File: src/rtl/delay_line_pkg.sv
// ---------------------------------------------------------------------------
// delay_line_pkg
// Shared types and defaults for the delay_line_ctrl block.
//   state_t     : controller state (ST_CLEAR zero-fills the RAM, ST_RUN streams)
//   DEF_WIDTH   : default sample width in bits
//   DEF_DEPTH   : default RAM depth in samples (power of two, >= 4)
// ---------------------------------------------------------------------------
package delay_line_pkg;

  typedef enum logic {
    ST_CLEAR = 1'b0,
    ST_RUN   = 1'b1
  } state_t;

  localparam int DEF_WIDTH = 8;
  localparam int DEF_DEPTH = 256;

endpackage

File: src/rtl/delay_line_ctrl_if.sv
// ---------------------------------------------------------------------------
// delay_line_ctrl_if
// Sample stream bundle for the delay line: an input stream into the
// controller and a delayed output stream out of it.
//   in_data/in_valid/in_ready    : input sample stream
//   out_data/out_valid/out_ready : delayed sample stream
// Handshake: a transfer happens on a rising clk edge where valid && ready are
// both high. A source holds data stable and keeps valid asserted until the
// transfer; ready may depend combinationally on the sink's own state.
// Modports:
//   master : sample source / downstream sink side (the environment)
//   slave  : the delay line controller
// ---------------------------------------------------------------------------
interface delay_line_ctrl_if #(
  parameter int WIDTH = 8
);

  logic [WIDTH-1:0] in_data;
  logic             in_valid;
  logic             in_ready;
  logic [WIDTH-1:0] out_data;
  logic             out_valid;
  logic             out_ready;

  modport master (
    output in_data, in_valid, out_ready,
    input  in_ready, out_data, out_valid
  );

  modport slave (
    input  in_data, in_valid, out_ready,
    output in_ready, out_data, out_valid
  );

endinterface

File: src/rtl/dual_port_ram.sv
// ---------------------------------------------------------------------------
// dual_port_ram
// Simple dual-port RAM: one synchronous write port, one synchronous read port
// with enable. rd_data holds its value while rd_en is low.
// Ports:
//   clk                       : clock
//   wr_en, wr_addr, wr_data   : write port
//   rd_en, rd_addr, rd_data   : read port (one cycle read latency)
// ---------------------------------------------------------------------------
module dual_port_ram #(
  parameter int  WIDTH      = 8,
  parameter int  DEPTH      = 256,
  localparam int ADDR_WIDTH = $clog2(DEPTH)
) (
  input  logic                  clk,
  input  logic                  wr_en,
  input  logic [ADDR_WIDTH-1:0] wr_addr,
  input  logic [WIDTH-1:0]      wr_data,
  input  logic                  rd_en,
  input  logic [ADDR_WIDTH-1:0] rd_addr,
  output logic [WIDTH-1:0]      rd_data
);

  logic [WIDTH-1:0] mem [DEPTH];

  always_ff @(posedge clk) begin
    if (wr_en) mem[wr_addr] <= wr_data;
    if (rd_en) rd_data <= mem[rd_addr];
  end

endmodule

File: src/rtl/delay_line_ctrl.sv
// ---------------------------------------------------------------------------
// delay_line_ctrl
// Turns one dual_port_ram into a programmable-length sample delay line. Each
// accepted sample is written at a circular write pointer while the sample
// written D accepts earlier is read out in the same cycle.
// Ports:
//   clk, rst   : clock, synchronous active-high reset
//   cfg_delay  : requested delay D in samples (0 behaves as 1)
//   cfg_load   : one-cycle pulse, latch cfg_delay, flush and restart
//   bus        : delay_line_ctrl_if.slave (in_* and out_* sample streams)
//   busy       : high while zero-filling the RAM
//   state      : current controller state (debug visibility)
// Optional feature macro: DELAY_LINE_CLEAR_EN
//   defined   : reset / cfg_load zero-fill the whole RAM before streaming
//   undefined : no clear sequence, busy tied 0; the first D outputs after
//               reset or reconfiguration are stale RAM contents
// ---------------------------------------------------------------------------
module delay_line_ctrl
  import delay_line_pkg::*;
#(
  parameter int  WIDTH         = DEF_WIDTH,
  parameter int  DEPTH         = DEF_DEPTH,
  parameter int  DEFAULT_DELAY = 1,
  localparam int ADDR_WIDTH    = $clog2(DEPTH)
) (
  input  logic                  clk,
  input  logic                  rst,
  input  logic [ADDR_WIDTH-1:0] cfg_delay,
  input  logic                  cfg_load,
  delay_line_ctrl_if.slave      bus,
  output logic                  busy,
  output state_t                state
);

  logic [ADDR_WIDTH-1:0] wptr_q;
  logic [ADDR_WIDTH-1:0] delay_q;
  logic [ADDR_WIDTH-1:0] load_delay;
  logic                  out_valid_q;
  logic                  run;
  logic                  clearing;
  logic [ADDR_WIDTH-1:0] clr_addr;
  logic                  in_rdy;
  logic                  accept;

  logic                  wr_en;
  logic [ADDR_WIDTH-1:0] wr_addr;
  logic [WIDTH-1:0]      wr_data;
  logic                  rd_en;
  logic [ADDR_WIDTH-1:0] rd_addr;
  logic [WIDTH-1:0]      rd_data;

  // A zero delay would read the slot being written; clamp it to one.
  assign load_delay = (cfg_delay == '0) ? ADDR_WIDTH'(1) : cfg_delay;

`ifdef DELAY_LINE_CLEAR_EN
  state_t                state_q;
  state_t                state_d;
  logic [ADDR_WIDTH-1:0] clr_cnt_q;

  // State register
  always_ff @(posedge clk) begin
    if (rst) state_q <= ST_CLEAR;
    else     state_q <= state_d;
  end

  // Clear counter wraps to 0 naturally after address DEPTH-1.
  always_ff @(posedge clk) begin
    if (rst || cfg_load)          clr_cnt_q <= '0;
    else if (state_q == ST_CLEAR) clr_cnt_q <= clr_cnt_q + 1'b1;
  end

  // Next-state logic; cfg_load overrides everything and restarts the clear.
  always_comb begin
    state_d = state_q;
    case (state_q)
      ST_CLEAR: if (clr_cnt_q == ADDR_WIDTH'(DEPTH - 1)) state_d = ST_RUN;
      ST_RUN:   state_d = ST_RUN;
      default:  state_d = ST_CLEAR;
    endcase
    if (cfg_load) state_d = ST_CLEAR;
  end

  assign state    = state_q;
  assign run      = (state_q == ST_RUN);
  assign clearing = (state_q == ST_CLEAR);
  assign clr_addr = clr_cnt_q;
`else
  assign state    = ST_RUN;
  assign run      = 1'b1;
  assign clearing = 1'b0;
  assign clr_addr = '0;
`endif

  // Output logic: handshake and RAM port control.
  always_comb begin
    in_rdy  = run && (!out_valid_q || bus.out_ready);
    accept  = bus.in_valid && in_rdy;
    wr_en   = accept;
    wr_addr = wptr_q;
    wr_data = bus.in_data;
    rd_en   = accept;
    // Natural ADDR_WIDTH-bit wrap gives the circular read address.
    rd_addr = wptr_q - delay_q;
    if (clearing) begin
      wr_en   = 1'b1;
      wr_addr = clr_addr;
      wr_data = '0;
    end
  end

  // Pointer, active delay and output-valid tracking. A transfer accepted in
  // the same cycle as cfg_load is still written to RAM but is then discarded.
  always_ff @(posedge clk) begin
    if (rst) begin
      wptr_q      <= '0;
      delay_q     <= ADDR_WIDTH'(DEFAULT_DELAY);
      out_valid_q <= 1'b0;
    end else if (cfg_load) begin
      wptr_q      <= '0;
      delay_q     <= load_delay;
      out_valid_q <= 1'b0;
    end else begin
      if (accept) begin
        wptr_q      <= wptr_q + 1'b1;
        out_valid_q <= 1'b1;
      end else if (bus.out_ready) begin
        out_valid_q <= 1'b0;
      end
    end
  end

  assign bus.in_ready  = in_rdy;
  assign bus.out_valid = out_valid_q;
  assign bus.out_data  = rd_data;
  assign busy          = clearing;

  dual_port_ram #(
    .WIDTH (WIDTH),
    .DEPTH (DEPTH)
  ) u_ram (
    .clk     (clk),
    .wr_en   (wr_en),
    .wr_addr (wr_addr),
    .wr_data (wr_data),
    .rd_en   (rd_en),
    .rd_addr (rd_addr),
    .rd_data (rd_data)
  );

endmodule

File: src/flat_wrapper.sv
// flat-port wrapper written by rule: the top's interface ports become plain ports
module delay_line_ctrl_flat import delay_line_pkg::*;
#(
  parameter int  WIDTH         = DEF_WIDTH,
  parameter int  DEPTH         = DEF_DEPTH,
  parameter int  DEFAULT_DELAY = 1,
  localparam int ADDR_WIDTH    = $clog2(DEPTH)
)
  (clk, rst, cfg_delay, cfg_load, busy, state, bus_in_data, bus_in_valid, bus_out_ready, bus_in_ready, bus_out_data, bus_out_valid);
  delay_line_ctrl_if #(.WIDTH(WIDTH)) bus_i ();
  input  logic clk;
  input  logic rst;
  input  logic [ADDR_WIDTH-1:0] cfg_delay;
  input  logic cfg_load;
  output logic busy;
  output state_t state;
  input wire logic [$bits(bus_i.in_data)-1:0] bus_in_data;
  input wire logic [$bits(bus_i.in_valid)-1:0] bus_in_valid;
  input wire logic [$bits(bus_i.out_ready)-1:0] bus_out_ready;
  output wire logic [$bits(bus_i.in_ready)-1:0] bus_in_ready;
  output wire logic [$bits(bus_i.out_data)-1:0] bus_out_data;
  output wire logic [$bits(bus_i.out_valid)-1:0] bus_out_valid;
  assign bus_i.in_data = bus_in_data;
  assign bus_i.in_valid = bus_in_valid;
  assign bus_i.out_ready = bus_out_ready;
  assign bus_in_ready = bus_i.in_ready;
  assign bus_out_data = bus_i.out_data;
  assign bus_out_valid = bus_i.out_valid;
  delay_line_ctrl #(.WIDTH(WIDTH), .DEPTH(DEPTH), .DEFAULT_DELAY(DEFAULT_DELAY)) u_core (.clk(clk), .rst(rst), .cfg_delay(cfg_delay), .cfg_load(cfg_load), .bus(bus_i), .busy(busy), .state(state));
endmodule
File: config.mk
export PLATFORM = sky130hd
export DESIGN_NAME = delay_line_ctrl_flat
export DESIGN_NICKNAME = d
export VERILOG_FILES = /design/src/rtl/delay_line_pkg.sv /design/src/rtl/delay_line_ctrl_if.sv /design/src/rtl/dual_port_ram.sv /design/src/rtl/delay_line_ctrl.sv /design/src/flat_wrapper.sv
export SDC_FILE = /design/constraint.sdc
export NUM_CORES = 2
export LEC_CHECK = 0
export BUFFER_PORTS_ARGS = -buffer_cell sky130_fd_sc_hd__buf_4
export CAP_MARGIN = 20
export CORE_UTILIZATION = 50
export CTS_BUF_LIST = sky130_fd_sc_hd__clkbuf_4
export CTS_CLUSTER_SIZE = 12
export DETAILED_ROUTE_END_ITERATION = 12
export GPL_TIMING_DRIVEN = 0
export PLACE_DENSITY = 0.7
export SLEW_MARGIN = 10
export SYNTH_ARGS = -nofsm -noshare
export SYNTH_HDL_FRONTEND = slang
export SYNTH_SLANG_ARGS = --single-unit
File: constraint.sdc
create_clock -name clk -period 2.93 [get_ports clk]
set_input_delay 0.1465 -clock clk [delete_from_list [all_inputs] [get_ports clk]]
set_output_delay 0.1465 -clock clk [all_outputs]
set_load 0.02 [all_outputs]
==> summary.txt <==
Status
  – Status: complete, but fails checks
  – Failing checks: negative setup slack

Timing
  – Final hold vios: 0
  – Worst rel slew slack: 29.2%
  – FMAX: 0.281 GHz
  – RSZ-0062 raised after global routing: yes
  – Final worst slack: -0.625 ns
  – Fin crit share: 121%
  – Setup Total Neg Slack: -7.84 ns
  – Max-slew violations: 0
  – Worst-Margin Slew: 1.06 ns
  – Final Skew: 0.109 ns
  – Setup violations, final: 127
  – Final min period: 3.56 ns

Place
  – Pre-CTS setup slack: -2.05 ns
  – HPWL Detailed: 140 mm
  – Placed Instances: 6,327
  – Routability congestion estimate: 0.956
  – I/O Buffers: 28

Yosys
  – Async S/R FF share, synth: 0%
  – EDFF count, synth: 2,056
  – Share of the synthesized area in the top cell type: 76.0%
  – Top post-synthesis cells by area: edfxtp_1 76%, mux4_2 14%, nand2_1 2.2%
  – Syn Nets: approximately 4,100
  – Mapped Area: 81,200 µm²
  – Top-count cell post-synth: edfxtp_1
  – Area leader, netlist: edfxtp_1
  – Sequential share of the synthesized area: 76.4%
  – Synth cell count leaders: 2,056 x edfxtp_1, 513 x mux4_2, 470 x nand2_1
  – Post-synth top flop: edfxtp_1
  – Syn Inst Count: 4,114
  – Distinct cells, synth: 59
  – Mean post-synth cell area: 19.7 µm²
  – Seq cells post-synth: 2,073
  – Ys Warns: 0

Clock network
  – Root Driver: clkbuf_4
  – Clk_lat worst skew: 1.36 ns
  – Num CTS Buffers: 532
  – # H-tree levels: 6
  – CTS Buffer Depth: 4
  – Clk sinks: just over 2,000
  – CTS tree: built
  – Clock-pin transition on the worst setup and hold timing paths: 0.06 ns

Floorplan
  – Initial Util: about half
  – Core area: between 150,000 and 200,000 µm²
  – Chip Width: 405 µm
  – Die height: 405 µm
  – # IOs: 33
  – Core Rows: 147
  – Die area: between 150,000 and 200,000 µm²

Setup path
  – Critical Path End Type: flop
  – WS Path Type: flop to flop
  – Crit path max fanout: 7
  – Worst Setup Start Kind: flop
  – CP Data Arrival Time: 4.73 ns
  – Worst Path Required: 4.10 ns

Global route
  – Vias in the first global route: 45,000
  – First-pass GRT wire length: 316 mm
  – Initial antenna violation count: 6
  – Total gr overflow: 0
  – Total track usage: a little over a quarter
  – Largest net degree at the start of global routing: 141

Finish
  – Final nets: a little under 5,000
  – Area grow syn2layout: 19.2%
  – Fraction of layout cells with a size suffix above 1: approximately two fifths
  – Fillers: 11,300
  – Non-Filler Instances: approximately 7,400

Route
  – DR vias: 45,800
  – Wire per inst: 30.6 µm
  – Vias per inst: about 6.2
  – Routed Antenna Nets: 0
  – TritonRoute pass-1 iters: 6
  – WL final: 225 mm
  – DR iter-0 viols: roughly 6,000
  – DR DRC count: 0

Pwr
  – Final Power: 65.3 mW
  – Worst VDD drop: ~0.30 mV
  – NetSw: 16.8 mW
  – Sw Share: roughly a quarter
  – Seq pwr share: 50.0%
  – Int Pwr: slightly below 50 mW
  – Leak pwr: 30.7 nW
  – PD cells: 675 nW/µm²
  – Clk network pwr share: 36.1%
  – Combinational cell fraction of total power: ~14%

Flow run
  – Max Cap Violations: 0

Min path
  – Hold crit path type: input port to flop
[worst max-delay path, cell delays in order (launching register included)]
cell	delay, ns
dfxtp_4	0.37
inv_6	0.05
ha_4	0.15
fa_2	0.60
buf_12	0.19
buf_12	0.17
buf_16	0.19
buf_12	0.17
buf_12	0.13
mux4_2	0.18
nand2_2	0.06
nand3_2	0.10
nand4_1	0.32
o31ai_4	0.43
o311a_1	0.27
[metal layers]
layer	vias up	track usage [%]	wire length (µm)
met5	-	0	26
met1	23400	38.1	82900
met2	3359	40.5	103000
met4	2	12.8	9870
li1	18500	-	-
met3	526	7.75	29100
[stage by stage]
stage          hold slack (ns)  cell area (µm²)  utilization (%)
5_1_grt                  0.282            96800             60.2
3_5_place_dp             0.404            84900             52.8
3_3_place_gp             0.396            84200             52.3
2_1_floorplan            0.245            81300                -
4_1_cts                  0.151            94600             58.8
6_report                 0.305            96800             60.2
[layout make-up]
class	count	area, µm²	area share, %
repair buffers	222	2760	2.85
diodes	6	15.0	0.0155
plain buffers	248	2690	2.78
clock buffers	746	5600	5.78
well taps	2160	2700	2.79
clock inverters	125	646	0.667
inverters	12	55.1	0.0569
flip-flops and latches	2073	62100	64.1
multi-input cells	1775	20300	20.9
[cells in the final DEF, fill, tap and decap left out, types with 14 or more instances in the layout]
cell type,netlist,routed
edfxtp_1,2056,2056
clkbuf_4,1,764
mux4_2,513,513
nand2_1,470,455
nor2_4,0,160
buf_4,42,151
nand3_1,120,86
clkinv_1,1,80
nor2_1,299,79
nor2_2,1,61
dlygate4sd3_1,0,55
buf_12,0,51
buf_6,18,48
and3_1,47,46
nand4_1,39,39
nand3_2,0,33
buf_8,0,31
clkbuf_2,1,30
a31oi_1,32,30
buf_16,0,29
buf_2,85,20
inv_2,1,20
clkinv_2,0,16
nor3_1,21,16
a311oi_1,28,15
nand2_2,0,14
[repair_timing]
item / in CTS / in global routing
setup buffers: 24 / 74
gates resized for setup: 625 / 417
hold buffers: 60 / 0
gates cloned: 5 / 7
endpoints found under the setup margin: 1805 / 1981
pin swaps: 59 / 42
endpoints found under the hold margin: 2089 / 0
[cell families (layout without fill, tap and decap cells)]
logic type | Yosys count | after routing | share of synthesized area (%)
buf+inv | 266 | 1353 | 1.73
flops | 2073 | 2073 | 76.4
compound gates | 180 | 180 | 1.55
mux | 541 | 541 | 14.6
fa+ha+maj | 13 | 13 | 0.210
simple gates | 1024 | 1024 | 5.32
other cells | 2 | 8 | 0.00925
xor+xnor | 15 | 15 | 0.180
[worst paths after layout]
path	start	to	slack, ns	cells after the start
max reg2reg	u_core.wptr_q[0]$_SDFFE_PP0P_	u_core.u_ram.rd_data[4]$_DFFE_PP_	-0.63	14
min reg2reg	u_core.wptr_q[0]$_SDFFE_PP0P_	u_core.wptr_q[0]$_SDFFE_PP0P_	0.69	3
max	u_core.wptr_q[0]$_SDFFE_PP0P_	u_core.u_ram.rd_data[4]$_DFFE_PP_	-0.63	14
min	rst	u_core.delay_q[4]$_SDFFE_PP0P_	0.30	4
[power groups by stage]
stage / sequential [mW] / combinational, mW / clock [mW]
2_1_floorplan: 33.3 / 4.01 / 0
3_3_place_gp: 33.4 / 6.90 / 0
3_5_place_dp: 33.3 / 7.05 / 0
4_1_cts: 32.7 / 8.19 / 23.8
5_1_grt: 32.7 / 9.26 / 25.3
6_report: 32.7 / 9.04 / 23.6
[state kept, by name, indices dropped and copies added (netlist names)]
signal                count
u_core.u_ram.rd_data      8
u_core.wptr_q             8
u_core.u_ram.mem       2048
u_core.delay_q            8
u_core.bus.out_valid      1
Power figures use the tool's default switching activity.
